==> config.mk <==
export PLATFORM = sky130hd
export DESIGN_NAME = bcd_counter_nd_flat
export DESIGN_NICKNAME = d
export VERILOG_FILES = /design/src/rtl/bcd_pkg.sv /design/src/rtl/bcd_counter_nd_if.sv /design/src/rtl/bcd_digit.sv /design/src/rtl/bcd_counter_nd.sv /design/src/flat_wrapper.sv
export SDC_FILE = /design/constraint.sdc
export NUM_CORES = 1
export LEC_CHECK = 0
export CAP_MARGIN = 40
export CORE_ASPECT_RATIO = 0.7
export CORE_MARGIN = 2
export CORE_UTILIZATION = 35
export DETAILED_ROUTE_END_ITERATION = 10
export GPL_TIMING_DRIVEN = 1
export SKIP_LAST_GASP = 1
export SYNTH_ARGS = -nofsm -noshare
export SYNTH_HDL_FRONTEND = slang
export SYNTH_SLANG_ARGS = --single-unit
export TNS_END_PERCENT = 20
==> constraint.sdc <==
create_clock -name CP -period 6.1 [get_ports CP]
set_clock_uncertainty 0.1 [all_clocks]
set_input_delay 1.22 -clock CP [delete_from_list [all_inputs] [get_ports CP]]
set_output_delay 1.22 -clock CP [all_outputs]
set_load 0.05 [all_outputs]
==> src/rtl/bcd_pkg.sv <==
// Shared BCD definitions for the N-digit counter and its digit slices.
//   BCD_MAX_DIGIT : largest legal decimal digit (9)
//   bcd_digit_t   : one 4-bit BCD digit
//   bcd_valid()   : 1 when a digit is a legal decimal digit (0..9)
//   bcd_clamp()   : saturates an illegal digit (A..F) to 9
package bcd_pkg;

  localparam logic [3:0] BCD_MAX_DIGIT = 4'd9;

  typedef logic [3:0] bcd_digit_t;

  function automatic logic bcd_valid(input bcd_digit_t digit);
    return (digit <= BCD_MAX_DIGIT);
  endfunction

  function automatic bcd_digit_t bcd_clamp(input bcd_digit_t digit);
    return bcd_valid(digit) ? digit : BCD_MAX_DIGIT;
  endfunction

endpackage

==> src/rtl/bcd_counter_nd_if.sv <==
// Signal bundle for bcd_counter_nd.
//   master : the controlling side; drives CE, CI, UP, LD, D, MAX and
//            observes Q, TC, CO, ERR.
//   slave  : the counter itself.
// There is no valid/ready handshake here: every control input is sampled
// on each rising clock edge, and LD/CE act only on the edge they are
// high for. TC and CO are combinational, Q and ERR are registered.
interface bcd_counter_nd_if #(
  parameter int DIGITS = 4
);

  logic                  CE;
  logic                  CI;
  logic                  UP;
  logic                  LD;
  logic [4*DIGITS-1:0]   D;
  logic [4*DIGITS-1:0]   MAX;
  logic [4*DIGITS-1:0]   Q;
  logic                  TC;
  logic                  CO;
  logic                  ERR;

  modport master (
    output CE, CI, UP, LD, D, MAX,
    input  Q, TC, CO, ERR
  );

  modport slave (
    input  CE, CI, UP, LD, D, MAX,
    output Q, TC, CO, ERR
  );

endinterface

==> src/rtl/bcd_digit.sv <==
// One combinational BCD digit slice of the ripple incrementer/decrementer.
//   digit : current digit value (always 0..9)
//   up    : 1 = increment, 0 = decrement
//   cin   : carry (up) or borrow (down) request from the lower digit
//   nxt   : digit value after applying the request
//   cout  : carry/borrow passed on to the next more significant digit
module bcd_digit
  import bcd_pkg::*;
(
  input  bcd_digit_t digit,
  input  logic       up,
  input  logic       cin,
  output bcd_digit_t nxt,
  output logic       cout
);

  always_comb begin
    nxt  = digit;
    cout = 1'b0;
    if (cin) begin
      if (up) begin
        if (digit >= BCD_MAX_DIGIT) begin
          nxt  = 4'd0;
          cout = 1'b1;
        end else begin
          nxt = digit + 4'd1;
        end
      end else begin
        if (digit == 4'd0) begin
          nxt  = BCD_MAX_DIGIT;
          cout = 1'b1;
        end else begin
          nxt = digit - 4'd1;
        end
      end
    end
  end

endmodule

==> src/rtl/bcd_counter_nd.sv <==
// N-digit BCD up/down counter with programmable modulus, synchronous
// checked load, cascade carry in/out and a one-cycle load-error pulse.
//   CP     : clock, rising edge
//   CR     : asynchronous active-high reset, Q <= RST_VAL, ERR <= 0
//   bus    : slave side of bcd_counter_nd_if
//            CE/CI count enables, UP direction, LD load request,
//            D load data, MAX modulus (digits > 9 are read as 9),
//            Q count, TC terminal count, CO cascade out, ERR load error
// Edge priority: CR, then LD, then count (CE & CI), then hold.
module bcd_counter_nd
  import bcd_pkg::*;
#(
  parameter int                  DIGITS  = 4,
  parameter logic [4*DIGITS-1:0] RST_VAL = '0
) (
  input  logic            CP,
  input  logic            CR,
  bcd_counter_nd_if.slave bus
);

  localparam int W = 4 * DIGITS;

  logic [W-1:0]  q_r;
  logic          err_r;
  logic [W-1:0]  q_nxt;
  logic          err_nxt;
  logic [W-1:0]  max_eff;
  logic [W-1:0]  q_step;
  logic [DIGITS:0] carry;

  logic q_gt_max;
  logic q_ge_max;
  logic q_zero;
  logic load_ok;
  logic chain_wrap;
  logic tc;

  // Digit-serial magnitude compare, most significant digit first.
  // The first differing digit decides the result.
  function automatic logic bcd_gt(input logic [W-1:0] a, input logic [W-1:0] b);
    logic decided;
    logic gt;
    decided = 1'b0;
    gt      = 1'b0;
    for (int i = DIGITS - 1; i >= 0; i--) begin
      if (!decided && (a[4*i +: 4] != b[4*i +: 4])) begin
        decided = 1'b1;
        gt      = (a[4*i +: 4] > b[4*i +: 4]);
      end
    end
    return gt;
  endfunction

  function automatic logic all_digits_valid(input logic [W-1:0] v);
    logic ok;
    ok = 1'b1;
    for (int i = 0; i < DIGITS; i++) begin
      ok = ok & bcd_valid(v[4*i +: 4]);
    end
    return ok;
  endfunction

  // MAX is sanitised per digit every cycle; it is never registered.
  always_comb begin
    max_eff = '0;
    for (int i = 0; i < DIGITS; i++) begin
      max_eff[4*i +: 4] = bcd_clamp(bus.MAX[4*i +: 4]);
    end
  end

  // Ripple chain: digit 0 always receives the +1/-1 request.
  assign carry[0] = 1'b1;

  for (genvar g = 0; g < DIGITS; g++) begin : g_digit
    bcd_digit u_digit (
      .digit (q_r[4*g +: 4]),
      .up    (bus.UP),
      .cin   (carry[g]),
      .nxt   (q_step[4*g +: 4]),
      .cout  (carry[g+1])
    );
  end

  // A carry/borrow out of the top digit only happens at all-nines (up)
  // or all-zeros (down); both cases are already wrap cases, so folding
  // it in keeps the wrap decision consistent with the chain.
  assign chain_wrap = carry[DIGITS];

  assign q_gt_max = bcd_gt(q_r, max_eff);
  assign q_ge_max = ~bcd_gt(max_eff, q_r);
  assign q_zero   = (q_r == '0);
  assign load_ok  = all_digits_valid(bus.D) & ~bcd_gt(bus.D, max_eff);

  always_comb begin
    q_nxt   = q_r;
    err_nxt = 1'b0;
    if (bus.LD) begin
      if (load_ok) begin
        q_nxt = bus.D;
      end else begin
        q_nxt   = '0;
        err_nxt = 1'b1;
      end
    end else if (bus.CE && bus.CI) begin
      if (bus.UP) begin
        // Also catches a Q stranded above a freshly lowered MAX.
        if (q_ge_max || chain_wrap) begin
          q_nxt = '0;
        end else begin
          q_nxt = q_step;
        end
      end else begin
        if (q_zero || chain_wrap || q_gt_max) begin
          q_nxt = max_eff;
        end else begin
          q_nxt = q_step;
        end
      end
    end
  end

  always_ff @(posedge CP or posedge CR) begin
    if (CR) begin
      q_r   <= RST_VAL;
      err_r <= 1'b0;
    end else begin
      q_r   <= q_nxt;
      err_r <= err_nxt;
    end
  end

  assign tc      = bus.UP ? q_ge_max : q_zero;
  assign bus.Q   = q_r;
  assign bus.ERR = err_r;
  assign bus.TC  = tc;
  assign bus.CO  = tc & bus.CE & bus.CI & ~bus.LD;

endmodule

==> src/flat_wrapper.sv <==
// flat-port wrapper written by rule: the top's interface ports become plain ports
module bcd_counter_nd_flat import bcd_pkg::*;
#(
  parameter int                  DIGITS  = 4,
  parameter logic [4*DIGITS-1:0] RST_VAL = '0
)
  (CP, CR, bus_CE, bus_CI, bus_UP, bus_LD, bus_D, bus_MAX, bus_Q, bus_TC, bus_CO, bus_ERR);
  bcd_counter_nd_if #(.DIGITS(DIGITS)) bus_i ();
  input  logic CP;
  input  logic CR;
  input wire logic [$bits(bus_i.CE)-1:0] bus_CE;
  input wire logic [$bits(bus_i.CI)-1:0] bus_CI;
  input wire logic [$bits(bus_i.UP)-1:0] bus_UP;
  input wire logic [$bits(bus_i.LD)-1:0] bus_LD;
  input wire logic [$bits(bus_i.D)-1:0] bus_D;
  input wire logic [$bits(bus_i.MAX)-1:0] bus_MAX;
  output wire logic [$bits(bus_i.Q)-1:0] bus_Q;
  output wire logic [$bits(bus_i.TC)-1:0] bus_TC;
  output wire logic [$bits(bus_i.CO)-1:0] bus_CO;
  output wire logic [$bits(bus_i.ERR)-1:0] bus_ERR;
  assign bus_i.CE = bus_CE;
  assign bus_i.CI = bus_CI;
  assign bus_i.UP = bus_UP;
  assign bus_i.LD = bus_LD;
  assign bus_i.D = bus_D;
  assign bus_i.MAX = bus_MAX;
  assign bus_Q = bus_i.Q;
  assign bus_TC = bus_i.TC;
  assign bus_CO = bus_i.CO;
  assign bus_ERR = bus_i.ERR;
  bcd_counter_nd #(.DIGITS(DIGITS), .RST_VAL(RST_VAL)) u_core (.CP(CP), .CR(CR), .bus(bus_i));
endmodule
==> impl_metrics.toml <==
[outcome]
outcome = "finished clean"

[floorplan]
rows = 27
core_mm2 = 0.00801
dieArea_mm2 = 0.00919
initial_core_util_pct = 36.8
fp.dieH_um = 80.8
top_level_ports = 57
die_x_um = 114

[global_route]
grt_pass1_vias = 2928
grt_util_all_layers_pct = 21.5
grt_max_degree = 34
grt.overflow.total = 0
grt_pass1_wl_um = 15500
antenna_found_initial = 0

[clock_tree]
cts_tree = "yes"
path_clk_slew_ns = 0.06
clock_sinks = 17
cts_buffers = 3
h-tree-depth = 1
cts_setup_buffers = 0
postCtsHoldBufs = 0
cts_root_buf = "clkbuf_16"
post_cts_resized = 0
clockBufferDepth = 2
clk_latency_ns = 0.27

[sta]
setup_violations = 0
period_minus_slack_ns = 5.32
drv_slew = 0
fin_ws_ns = 0.778
rsz0062_at_grt = "no"
timing.fmax_mhz = 188
hold_violations = 0
tns_ns = 0
slew_headroom_pct = 42.4
tightest_slew_ns = 0.861
fin_crit_sh_pct = 87.3

[critical_path]
cp_slowest_cell = "clkdlybuf4s50_1"
cp_common_cell = "nor2b_1"
critPathArrivalTime_ns = 4.00
startpoint = "bus_MAX[11]"
cp-end-kind = "output port"
worstPathRequired_ns = 4.78
worstPathCellList = "clkdlybuf4s50_1 -> o21ai_0 -> nand2b_1 -> ha_1 -> and4_1 -> nor2b_1 -> nor3_1 -> o211a_1 -> a2bb2oi_1 -> nor2b_1 -> buf_4"
worstPathMaxFanout = 9
crit_path_max_incr_delay_ns = 0.56
critPathTopFamily = "simple AND/OR/NAND/NOR gates"
r2r_start = "u_core.bus.Q[8]"
path_buf_inv = 2
startpoint_type = "primary input"
critPathKind = "in -> out"

[place]
numPortBuffers = 56
gp_congestion = 0.950
dp_slack_ns = 0.807
placedCellCount = 517
hpwl_um = 7380
place_area_mm2 = 0.00355

[power_and_ir_drop]
total_power_uw = 797
p_per_area_mw_per_mm2 = 220
leakage_nw = 1.55
peakVddDrop_mv = 0.0971

[synthesis]
synth-edff-count = 0
avgSynthCellArea_um2 = 7.93
synthCells = 372
ys.flop_type = "dfrtp_1"
yosys.area.top_type_share_pct = 18.7
synth_most_common_cell = "ha_1"
synthTopCellsByCount = "ha_1, o21ai_0, nand2_1"
async_flop_share_pct = 100
ys_seq_elements = 17
syn_nets = 454
ys_top_cells_by_area = "ha_1, dfrtp_1, o21ai_0, a21oi_1, nand2_1"
synth_seq_area_share_pct = 14.4
synth_cell_types = 73
synth_warnings = 0
synth_top_cell_by_area = "ha_1"
syn_area_mm2 = 0.00295

[detailed_routing]
viasPerCell = 6.02
wl_per_cell_um = 18.3
drtIter0Drc = 244
drtAntennaViolNets = 0
vias = 3135
dr.pass1.iters = 5
drc = 0
wirelength_um = 9540

[worst_hold_path]
hold_path_class = "reg -> reg"
hold_start = "u_core.bus.Q[1]"

[final_layout]
area_growth_pct = 22.9
multi_input_area_mm2 = 0.00232
fillCellCount = 792
fin_area_mm2 = 0.00363
layout-drive-gt1-share_pct = 6.43
regArea_um2 = 425
diodes = 0
fin_cells = 521
num-nets-final = 503

[run]
cap_violations = 0
[final cells by class]
type / count / share of cell area [%]
Sequential cell: 17 / 11.7
Multi-Input combinational cell: 312 / 63.9
Tap cell: 101 / 3.49
Timing Repair Buffer: 58 / 15.7
Inverter: 29 / 3.00
Clock buffer: 4 / 2.17
[report_power, final]
part / leakage, nW / switching, mW / internal (mW) / total, mW
clock: 0.0382 / 0.0588 / 0.0895 / 0.148
combinational: 1.28 / 0.289 / 0.201 / 0.490
sequential: 0.230 / 0.0343 / 0.125 / 0.159
[per-stage QoR]
stage                     util, %  hold slack [ns]
after global routing         45.3            0.664
final                        45.3            0.600
after global placement       44.3            0.566
after floorplan                 -            0.859
after CTS                    45.3            0.600
after detailed placement     44.3            0.584
[registers in the layout, summed over array words and instances, names as in the netlist]
signal	cells
u_core.bus.Q	16
u_core.bus.ERR	1
[logic make-up after synthesis]
logic type	count (synthesis)	share of synthesized area (%)
AOI/OAI and AO/OA	138	32.8
and+or+nand+nor	123	24.1
adders and majority gates	44	18.7
muxes	5	2.37
xor gates and xnor gates	2	0.594
DFF	17	14.4
buffers and inverters	43	7.08
[path summary, 6_finish.rpt]
kind,end,slack (ns),cells past startpoint
setup / recovery,bus_CO,0.78,11
hold / removal,u_core.bus.Q[1],0.60,1
setup reg to reg,u_core.bus.Q[6],2.85,9
hold reg to reg,u_core.bus.Q[1],0.60,1
max in group asynchronous,u_core.bus.ERR,4.09,2
min in group asynchronous,u_core.bus.Q[5],1.31,2
[cells in the final DEF, fill, tap and decap left out, types with 6 or more instances in the layout]
cell type / netlist / layout
a211o_1: 7 / 7
a21oi_1: 27 / 27
a221o_1: 8 / 8
clkdlybuf4s50_1: 0 / 54
dfrtp_1: 17 / 17
ha_1: 44 / 44
inv_1: 29 / 29
nand2_1: 30 / 30
nand2b_1: 12 / 12
nand4_1: 12 / 12
nor2_1: 19 / 19
nor2b_1: 6 / 6
nor3_1: 7 / 7
o21ai_0: 32 / 32
o21ai_1: 7 / 7
o31ai_1: 7 / 7
[routing by layer]
metal  vias up  routed length, µm  part of all wire [%]  GRT usage [%]
met5         -                  0                     0              0
met4         0                 53                  0.56           2.93
met3         6                637                   6.7           2.84
met2       114               3960                    42           31.9
met1      1483               4890                    51           33.6
li1       1532                  -                     -              -
No activity file was read; power rests on OpenSTA's default activity.
